File: config.mk
export PLATFORM = sky130hd
export DESIGN_NAME = rom_step_ctrl
export DESIGN_NICKNAME = d
export VERILOG_FILES = /design/src/rtl/rom_step_ctrl.sv
export SDC_FILE = /design/constraint.sdc
export NUM_CORES = 1
export LEC_CHECK = 0
export CAP_MARGIN = 40
export CORE_UTILIZATION = 30
export DETAILED_ROUTE_END_ITERATION = 10
export SLEW_MARGIN = 15
export SYNTH_ARGS = -nofsm -noshare
export SYNTH_HDL_FRONTEND = slang
export SYNTH_SLANG_ARGS = --single-unit
export TNS_END_PERCENT = 10
File: constraint.sdc
create_clock -name clk -period 2.6 [get_ports clk]
set_clock_uncertainty 0.1 [all_clocks]
set_input_delay 0.39 -clock clk [delete_from_list [all_inputs] [get_ports clk]]
set_output_delay 0.39 -clock clk [all_outputs]
set_load 0.05 [all_outputs]
File: src/rtl/rom_step_ctrl.sv
// Instruction-ROM address sequencer: free-run on divided ticks, single-step from a
// debounced push-button, or halt on arrival at a breakpoint address.
module rom_step_ctrl #(
  parameter int ADDR_W   = 6,
  parameter int ROM_NUM  = 23,
  parameter int DIV_FAST = 24,
  parameter int DIV_SLOW = 25,
  parameter int DEB_CNT  = 1000000
) (
  input  logic              clk,
  input  logic              rstn,
  input  logic              tick_sel,
  input  logic              run_en,
  input  logic              step_btn,
  input  logic              bp_en,
  input  logic [ADDR_W-1:0] bp_addr,
  output logic [ADDR_W-1:0] rom_addr,
  output logic              adv_o,
  output logic [1:0]        state_o,
  output logic              halted_o
);

  typedef enum logic [1:0] {
    IDLE = 2'b00,
    RUN  = 2'b01,
    STEP = 2'b10,
    HALT = 2'b11
  } state_e;

  localparam int CNT_W = $clog2(DEB_CNT + 1);

  logic [31:0]       div_q;
  logic [31:0]       div_d;
  logic              sel_q;
  logic              sel_bit;
  logic              tick;

  logic [1:0]        sync_q;
  logic              deb_q;
  logic              deb_d;
  logic [CNT_W-1:0]  cnt_q;
  logic [CNT_W-1:0]  cnt_d;
  logic              step_pulse_q;
  logic              step_pulse_d;

  state_e            state_q;
  logic [ADDR_W-1:0] addr_q;
  logic [ADDR_W-1:0] addr_inc;
  logic              adv_q;
  logic              halted_q;

  // Tick is the rising transition of the selected divider bit; a tick_sel flip can
  // therefore look like one extra rising edge, which is tolerated.
  assign div_d   = div_q + 32'd1;
  assign sel_bit = tick_sel ? div_q[DIV_SLOW] : div_q[DIV_FAST];
  assign tick    = sel_bit & ~sel_q;

  always_ff @(posedge clk or negedge rstn) begin
    if (!rstn) begin
      div_q <= '0;
      sel_q <= 1'b0;
    end else begin
      div_q <= div_d;
      sel_q <= sel_bit;
    end
  end

  // Debounce: accept a new level only after DEB_CNT consecutive disagreeing cycles.
  always_comb begin
    deb_d        = deb_q;
    cnt_d        = '0;
    step_pulse_d = 1'b0;
    if (sync_q[1] != deb_q) begin
      if (cnt_q == CNT_W'(DEB_CNT - 1)) begin
        deb_d        = sync_q[1];
        step_pulse_d = sync_q[1];
      end else begin
        cnt_d = cnt_q + CNT_W'(1);
      end
    end
  end

  always_ff @(posedge clk or negedge rstn) begin
    if (!rstn) begin
      sync_q       <= 2'b00;
      deb_q        <= 1'b0;
      cnt_q        <= '0;
      step_pulse_q <= 1'b0;
    end else begin
      sync_q       <= {sync_q[0], step_btn};
      deb_q        <= deb_d;
      cnt_q        <= cnt_d;
      step_pulse_q <= step_pulse_d;
    end
  end

  assign addr_inc = (addr_q == ADDR_W'(ROM_NUM)) ? '0 : addr_q + ADDR_W'(1);

  always_ff @(posedge clk or negedge rstn) begin
    if (!rstn) begin
      state_q  <= IDLE;
      addr_q   <= '0;
      adv_q    <= 1'b0;
      halted_q <= 1'b0;
    end else begin
      adv_q <= 1'b0;
      case (state_q)
        IDLE: begin
          if (run_en) begin
            state_q <= RUN;
          end else if (step_pulse_q) begin
            state_q <= STEP;
            addr_q  <= addr_inc;
            adv_q   <= 1'b1;
          end
        end
        STEP: state_q <= IDLE;
        RUN: begin
          // Dropping run_en wins over a coincident tick.
          if (!run_en) begin
            state_q <= IDLE;
          end else if (tick) begin
            addr_q <= addr_inc;
            adv_q  <= 1'b1;
            if (bp_en && (addr_inc == bp_addr)) begin
              state_q  <= HALT;
              halted_q <= 1'b1;
            end
          end
        end
        HALT: begin
          if (!run_en) begin
            state_q  <= IDLE;
            halted_q <= 1'b0;
          end
        end
        default: state_q <= IDLE;
      endcase
    end
  end

  assign rom_addr = addr_q;
  assign adv_o    = adv_q;
  assign state_o  = state_q;
  assign halted_o = halted_q;

endmodule
==> flow_metrics.py, run 1 <==
metrics = {
    "run_status": {
        "status": "complete, no violations",
    },
    "cts": {
        "clkTransAtPathRegs_ns": 0.07,
        "clockBufferDepth": 2,
        "clock_latency_ns": 0.33,
        "clock_sinks": 61,
        "htreeDepth": 3,
        "cts_tree": "done",
        "cts_resized": 0,
        "cts_root_buf": "clkbuf_8",
        "cts_made_buffers": 9,
        "cts.hold.buffers_added": 0,
        "cts_setup_buffers": 0,
    },
    "die": {
        "ioPinCount": 22,
        "die_area_um2": 10100,
        "die_y_um": 100,
        "die_width_um": 100,
        "num_rows": 35,
        "core_area_um2": 9330,
        "initial_utilization": 0.311,
    },
    "critical_path": {
        "critical_path.max_stage_delay_ns": 0.46,
        "cp-start-kind": "register",
        "path_class": "register to register",
        "worstPathMaxFanout": 7,
        "path_buf_inv": 0,
        "ff2ff_setup_slack_ns": 0.42,
        "critical_path.top_delay_family": "compound AO/OA/AOI/OAI gates",
        "critPathRequiredTime_ns": 2.75,
        "crit_chain": "ha_1 > and4b_1 > and2_1 > a2111oi_2 > nand3_1 > o31ai_1",
        "cp-end-kind": "register",
        "crit_path_top_delay_cell": "dfrtp_1",
        "worstPathArrival_ns": 2.33,
    },
    "run": {
        "max_cap_viol_count": 0,
    },
    "pwr": {
        "p_leak_nw": 1.53,
        "peakVddDrop_uv": 280,
        "total_power_w": 0.00185,
        "p_per_area_nw_per_um2": 536,
    },
    "sta": {
        "grt_setup_unrepaired": "no",
        "fin_crit_sh": 0.839,
        "max_freq_ghz": 0.458,
        "min_period_ns": 2.18,
        "setup_viol": 0,
        "hold_viol": 0,
        "slew_headroom": 0.498,
        "worstMarginPinSlew_ns": 0.753,
        "fin_setup_tns_ns": 0,
        "slew_viol_final": 0,
    },
    "cells_and_area": {
        "finalCoreUtilization": 0.371,
        "drive_gt1_frac": 0.119,
        "syn_to_final_growth_pct": 19.1,
        "n_antenna_cell": 0,
        "fin_nets": 313,
        "postLayoutCellArea_um2": 3460,
    },
    "logic_synthesis": {
        "synth-edff-count": 0,
        "synthArstFlopShare": 1.00,
        "synth_nets": 283,
        "ys_warn_count": 0,
        "syn_area_um2": 2900,
        "syn_inst": 268,
        "ys_seq_area_frac": 0.526,
        "ys_ff_latch": 61,
        "synthFlopType": "dfrtp_1",
        "yosysUniqueCellTypes": 45,
        "syn_area_per_cell_um2": 10.8,
    },
    "placement": {
        "gp_congestion": 0.754,
        "port_buffers": 21,
        "hpwl_um": 3420,
        "dpl-instance-area_um2": 3270,
    },
    "grt": {
        "grt_pass1_wl_um": 8890,
        "gr-usage-all-layers": 0.113,
        "grt_overflow": 0,
        "first_global_vias": 2021,
        "grt_max_degree": 62,
        "antenna_found_initial": 0,
    },
    "drt": {
        "dr.pass1.iters": 4,
        "totalWireLength_um": 4970,
        "routed_via_density": 4.48,
        "drt-initial-drc-count": 61,
        "wl_per_cell_um": 11.5,
        "vias": 1937,
        "ant_nets": 0,
        "drcViolationCount": 0,
    },
    "hold_path": {
        "hp-class": "input pin to async pin",
    },
}
-- synth_stat cells, drive strengths merged (3+ instances only) --
library cell | n | area share
nand4b | 3 | 0.0091
dfrtp | 61 | 0.53
nand4 | 10 | 0.029
xor2 | 17 | 0.051
o21ai | 7 | 0.012
mux2 | 3 | 0.012
nor3 | 6 | 0.016
nand2 | 26 | 0.034
nor4 | 3 | 0.017
inv | 10 | 0.013
and3 | 5 | 0.011
xnor2 | 31 | 0.094
a21oi | 3 | 0.0052
ha | 3 | 0.013
nand3 | 19 | 0.038
nor2 | 31 | 0.043
-- power breakdown --
part / leakage, nW / total [W] / internal (W) / switching [W]
clock: 0.0964 / 0.000826 / 0.000466 / 0.000360
sequential: 0.823 / 0.000961 / 0.000955 / 0.00000635
combinational: 0.614 / 0.0000650 / 0.0000268 / 0.0000382
total: 1.53 / 0.00185 / 0.00145 / 0.000404
-- through the flow --
stage	hold slack [ns]	setup slack, ns	std cells
floorplan	-0.00559	0.378	268
global route	0.178	0.227	432
global placement	0.274	0.397	416
CTS	0.137	0.400	432
finish	0.114	0.418	432
detailed placement	0.261	0.366	416
-- kinds of logic after synthesis --
kind of cell / after synthesis / synth area share
AOI/OAI and AO/OA: 21 / 0.0513
DFF: 61 / 0.526
buffers and inverters: 14 / 0.0194
muxes: 3 / 0.0116
and+or+nand+nor: 118 / 0.234
xor gates and xnor gates: 48 / 0.145
adders and majority gates: 3 / 0.0129
-- layer usage --
metal  track usage  part of all wire
met4        0.0535             0.016
met3        0.0334             0.035
met1         0.141              0.50
met2         0.179              0.45
met5             0                 0
-- state kept, by name, summed over array words and instances, names as in the netlist --
signal	cells
state_o	2
adv_o	1
deb_q	1
div_q	26
sync_q	2
cnt_q	20
step_pulse_q	1
halted_o	1
rom_addr	6
sel_q	1
-- final timing paths --
check	from	cells after the start	endpoint
worst min register to register	sync_q[0]	0	sync_q[1]
worst min-delay path	rstn	2	halted_o
min in group clk	sync_q[0]	0	sync_q[1]
worst max-delay path	rom_addr[0]	6	halted_o
max in group asynchronous	rstn	2	div_q[0]
worst max register to register	rom_addr[0]	6	halted_o
-- layout make-up --
class | count | area, um^2
well taps | 129 | 161
fillers | 924 | 5870
repair buffers | 23 | 220
flip-flops and latches | 61 | 1530
clock inverters | 4 | 47.5
multi-input cells | 193 | 1320
inverters | 10 | 37.5
clock buffers | 12 | 145
-- layout by cell type, fill, tap and decap left out, drive strengths merged, types with 2 or more instances in the layout --
cell type / synthesis / final
a21o: 2 / 2
and2: 2 / 2
clkbuf: 2 / 12
o21ai: 7 / 7
nor3: 6 / 6
and3: 5 / 5
nand4b: 3 / 3
o31ai: 2 / 2
nor2: 31 / 31
or2: 2 / 2
a21oi: 3 / 3
clkinv: 0 / 2
xnor2: 31 / 31
buf: 2 / 3
nand4: 10 / 10
nand2: 26 / 26
nor4: 3 / 3
clkdlybuf4s50: 0 / 20
inv: 10 / 10
or3: 2 / 2
xor2: 17 / 17
a2111oi: 2 / 2
ha: 3 / 3
mux2: 3 / 3
and4: 2 / 2
dfrtp: 61 / 61
and4b: 2 / 2
nand3: 19 / 19
nor2b: 2 / 2
Note: power is estimated with default switching activity, not from simulation.
==> inputs of run 2 (changes only) <==
Clock period 2.6 ns to 2.1 ns, I/O delays scaled along.
==> run 2 against run 1 <==
Compared with the run above:
- global-route usage up 0.56 points
- hold slack better by 0.14 ns
- sequential cell count unchanged
- count of clock-buffer cells in the layout unchanged
- first-iteration DRC count up 3.3%
- combinational power up 47%
- critical endpoint is now rom_addr[0]
- largest cell class unchanged
==> flow_metrics.py, run 2 (same netlist as run 1, synthesis figures left out) <==
metrics = {
    "run_status": {
        "status": "complete, no violations",
    },
    "cts": {
        "cts_made_buffers": 9,
        "cts_setup_buffers": 0,
        "clock_latency_ns": 0.33,
        "clockBufferDepth": 2,
        "htreeDepth": 3,
        "cts_root_buf": "clkbuf_8",
        "cts_tree": "done",
        "clock_sinks": 61,
        "clkTransAtPathRegs_ns": 0.07,
    },
    "drt": {
        "drcViolationCount": 0,
        "routed_via_density": 4.58,
        "wl_per_cell_um": 11.9,
        "ant_nets": 0,
        "totalWireLength_um": 5230,
        "vias": 2015,
        "drt-initial-drc-count": 63,
        "dr.pass1.iters": 6,
    },
    "die": {
        "core_area_um2": 9330,
        "die_y_um": 100,
        "ioPinCount": 22,
        "die_width_um": 100,
        "num_rows": 35,
        "initial_utilization": 0.311,
        "die_area_um2": 10100,
    },
    "sta": {
        "slew_headroom": 0.653,
        "fin_setup_tns_ns": 0,
        "max_freq_ghz": 0.490,
        "min_period_ns": 2.04,
        "fin_crit_sh": 0.972,
        "grt_setup_unrepaired": "no",
        "slew_viol_final": 0,
        "worstMarginPinSlew_ns": 0.518,
        "hold_viol": 0,
        "setup_viol": 0,
    },
    "grt": {
        "antenna_found_initial": 0,
        "first_global_vias": 2022,
        "grt_pass1_wl_um": 9240,
        "gr-usage-all-layers": 0.118,
        "grt_max_degree": 33,
        "grt_overflow": 0,
    },
    "critical_path": {
        "reg2reg_depth": 6,
        "worstReg2RegStart": "rom_addr[1]",
        "ff2ff_setup_slack_ns": 0.11,
        "cp-start-kind": "register",
        "path_class": "register to output pin",
        "critPathRequiredTime_ns": 1.68,
        "worst_r2r_endpoint": "halted_o",
        "cp-end-kind": "output pin",
        "endpoint": "rom_addr[0]",
        "worstPathArrival_ns": 1.63,
        "startpoint": "rom_addr[0]",
        "worstPathMaxFanout": 6,
    },
    "pwr": {
        "peakVddDrop_uv": 297,
        "p_leak_nw": 1.63,
        "total_power_w": 0.00245,
        "p_per_area_nw_per_um2": 680,
    },
    "cells_and_area": {
        "finalCoreUtilization": 0.387,
        "top_register": "div_q",
        "syn_to_final_growth_pct": 24.4,
        "n_antenna_cell": 0,
        "fin_nets": 321,
        "largest_register_ffs": 26,
        "drive_gt1_frac": 0.161,
        "final_common_cell": "dfrtp_1",
        "finalNonFillerCells": 440,
        "final_cell_mix": "dfrtp_1 (59), nor2_1 (30), xnor2_1 (30)",
    },
    "placement": {
        "placed_cells": 423,
        "hpwl_um": 3610,
        "gp_congestion": 0.795,
        "port_buffers": 21,
    },
    "run": {
        "max_cap_viol_count": 0,
    },
    "hold_path": {
        "hp-class": "input pin to async pin",
    },
}
-- run 2: cell count changes in the layout (fill, tap and decap cells not counted), sizes merged --
cell	delta
dlygate4sd2	+1
clkinvlp	-1
dlygate4sd3	+1
buf	+8
clkdlybuf4s50	-3
bufinv	+1
dlymetal6s2s	+1
-- run 2: through the flow --
| step | worst slack (ns) | hold slack, ns | instance area (um^2) |
|---|---|---|---|
| global route | 0.00545 | 0.244 | 3610 |
| CTS | 0.0329 | 0.245 | 3580 |
| detailed placement | -0.00399 | 0.0686 | 3340 |
| floorplan | 0.0111 | -0.0806 | 2910 |
| global placement | 0.0957 | 0.0686 | 3340 |
| finish | 0.0581 | 0.252 | 3610 |
-- run 2: how the worst min path moves through the flow --
stage / start / endpoint / slack (ns) / cells after the start
2_1_floorplan: rstn / adv_o / -0.08 / 0
3_3_place_gp: rstn / state_o[1] / 0.07 / 1
3_5_place_dp: rstn / halted_o / 0.07 / 1
4_1_cts: rstn / rom_addr[4] / 0.25 / 2
5_1_grt: rstn / rom_addr[4] / 0.24 / 2
6_report: rstn / rom_addr[4] / 0.25 / 2
-- run 2: final cells by class --
cell class / count / area (um^2)
clock buffers: 12 / 155
clock inverters: 4 / 70.1
fillers: 925 / 5720
inverters: 10 / 37.5
multi-input cells: 193 / 1350
flip-flops and latches: 61 / 1530
well taps: 129 / 161
repair buffers: 31 / 307
-- run 2: repair_timing --
item                                    CTS  global route
endpoints found under the setup margin    1             2
resized for setup                         1             5
hold buffers                              1             0
endpoints found under the hold margin    29             0
pin swaps                                 0             1
-- run 2: worst max-delay path, stage by stage (launching register included) --
cell and delay, ns:
dfrtp_2 0.36, buf_4 0.14, clkdlybuf4s50_1 0.80
-- run 2: metal layers --
metal | global-route usage | part of all wire
met1 | 0.152 | 0.50
met2 | 0.182 | 0.46
met3 | 0.0313 | 0.030
met4 | 0.0635 | 0.016
met5 | 0 | 0
-- run 2: power by group --
group	switching (W)	internal (W)	leakage, nW
Combinational	0.0000524	0.0000430	0.695
Clock	0.000439	0.000730	0.116
Sequential	0.00000778	0.00118	0.820
==> inputs of run 3 (changes only) <==
Clock period 2.1 ns to 2.4 ns, I/O delays scaled along.
==> run 3 against run 2 <==
Compared with the run above:
- die area unchanged
- first-iteration DRC count up 7.9%
- via count down 4.3%
- wire length down 4.7%
- highest routed layer unchanged
- power down 23%
- count of clock-buffer cells in the layout up 1
- combinational power down 21%
- core utilization down 1.7 points
- cell area down 4.5%
- cell count down 1.8%
- largest power group unchanged
- register-to-register slack better by 0.12 ns
==> flow_metrics.py, run 3 (same netlist as run 1, synthesis figures left out) <==
metrics = {
    "run_status": {
        "status": "complete, no violations",
    },
    "pwr": {
        "p_leak_nw": 1.53,
        "swShare": 0.223,
        "share_seq_of_total_power": 0.553,
        "p_per_area_nw_per_um2": 546,
        "p_comb_frac": 0.040,
        "switchingPower_w": 0.000421,
        "peakVddDrop_uv": 273,
        "p_int_w": 0.00146,
        "p_clk_frac": 0.407,
    },
    "sta": {
        "whs_ns": 0.272,
        "setup_viol": 0,
        "worstMarginPinSlew_ns": 0.537,
        "slew_viol_final": 0,
        "fin_crit_sh": 0.903,
        "hold_viol": 0,
        "min_period_ns": 2.17,
        "slew_headroom": 0.640,
        "grt_setup_unrepaired": "no",
        "fin_setup_tns_ns": 0,
        "max_freq_ghz": 0.462,
    },
    "die": {
        "initial_utilization": 0.311,
        "die_area_um2": 10100,
        "ioPinCount": 22,
        "core_area_um2": 9330,
        "die_y_um": 100,
        "die_width_um": 100,
        "num_rows": 35,
    },
    "critical_path": {
        "crit_path_top_delay_cell": "dfrtp_1",
        "critPathRequiredTime_ns": 2.55,
        "critical_path.max_stage_delay_ns": 0.46,
        "cp-end-kind": "register",
        "worstPathArrival_ns": 2.32,
        "crit_chain": "ha_1 > and4b_1 > and2_1 > a2111oi_2 > nand3_1 > o31ai_1",
        "path_class": "register to register",
        "cp-start-kind": "register",
        "worstPathMaxFanout": 7,
        "ff2ff_setup_slack_ns": 0.23,
    },
    "drt": {
        "wl_per_cell_um": 11.5,
        "totalWireLength_um": 4990,
        "drt-initial-drc-count": 68,
        "vias": 1928,
        "drcViolationCount": 0,
        "routed_via_density": 4.46,
        "dr.pass1.iters": 4,
        "ant_nets": 0,
    },
    "cells_and_area": {
        "syn_to_final_growth_pct": 18.8,
        "final_cell_mix": "dfrtp_1 (61), xnor2_1 (31), nor2_1 (30)",
        "fin_nets": 314,
        "n_antenna_cell": 0,
        "drive_gt1_frac": 0.112,
        "final_common_cell": "dfrtp_1",
        "top_register": "div_q",
        "largest_register_ffs": 26,
    },
    "grt": {
        "grt_overflow": 0,
        "antenna_found_initial": 0,
        "first_global_vias": 2002,
        "grt_max_degree": 44,
        "gr-usage-all-layers": 0.114,
        "grt_pass1_wl_um": 8860,
    },
    "cts": {
        "clockBufferDepth": 2,
        "cts_setup_buffers": 0,
        "cts_root_buf": "clkbuf_8",
        "clkTransAtPathRegs_ns": 0.07,
        "cts_tree": "done",
        "htreeDepth": 3,
        "clock_latency_ns": 0.34,
        "cts_made_buffers": 9,
        "clock_sinks": 61,
    },
    "run": {
        "max_cap_viol_count": 0,
    },
    "placement": {
        "gp_congestion": 0.743,
        "hpwl_um": 3370,
        "port_buffers": 21,
    },
    "hold_path": {
        "hp-class": "register to register",
    },
}
run 3: cell types whose count changed in the layout (fill, tap and decap cells not counted), sizes merged:
| cell | change |
|---|---|
| bufinv | -2 |
| clkdlybuf4s50 | +3 |
| dlymetal6s2s | -1 |
| dlygate4sd2 | -1 |
| buf | -8 |
| clkbuf | +1 |
run 3: layout make-up:
| cell class | instances | area (um^2) |
|---|---|---|
| Tap cell | 129 | 161 |
| Timing Repair Buffer | 24 | 243 |
| Multi-Input combinational cell | 193 | 1320 |
| Clock buffer | 13 | 149 |
| Clock inverter | 2 | 10.0 |
| Sequential cell | 61 | 1530 |
| Inverter | 10 | 37.5 |
| Fill cell | 916 | 5880 |
run 3: metal layers:
metal,vias up,global-route usage,share of wire
met1,919,0.139,0.50
met3,7,0.0467,0.037
met2,22,0.179,0.45
met5,-,0,0
met4,0,0.0435,0.013
li1,980,-,-
run 3: power by group through the flow:
stage          Sequential [W]  Clock [W]  Combinational (W)
2_1_floorplan         0.00106          0          0.0000221
3_3_place_gp          0.00106          0          0.0000757
3_5_place_dp          0.00106          0          0.0000765
4_1_cts               0.00104   0.000798          0.0000783
5_1_grt               0.00104   0.000843          0.0000849
6_report              0.00104   0.000766          0.0000751
run 3: what timing repair did:
action,4_1_cts,5_1_grt
hold buffers,1,0
gates resized for setup,0,0
hold endpoints to repair,18,0
run 3: worst max-delay path, delay by kind of cell, from the launching register on:
family / cells / cell delay [ns]
compound gates: 2 / 0.61
simple gates: 3 / 0.59
fa+ha+maj: 1 / 0.32
flops: 1 / 0.46
run 3: through the flow:
stage | instance area, um^2 | setup slack (ns) | cells | utilization | total power [W]
2_1_floorplan | 2900 | 0.178 | 268 | - | 0.00108
3_3_place_gp | 3280 | 0.222 | 416 | 0.351 | 0.00114
3_5_place_dp | 3280 | 0.216 | 416 | 0.351 | 0.00114
4_1_cts | 3450 | 0.216 | 432 | 0.370 | 0.00192
5_1_grt | 3450 | 0.0422 | 432 | 0.370 | 0.00197
6_report | 3450 | 0.234 | 432 | 0.370 | 0.00188
run 3: path summary, 6_finish.rpt:
check,start,end,cells past startpoint
setup / recovery,rom_addr[0],halted_o,6
hold / removal,sync_q[0],sync_q[1],0
setup reg to reg,rom_addr[0],halted_o,6
hold reg to reg,sync_q[0],sync_q[1],0
max in group asynchronous,rstn,div_q[11],3
min in group asynchronous,rstn,halted_o,2
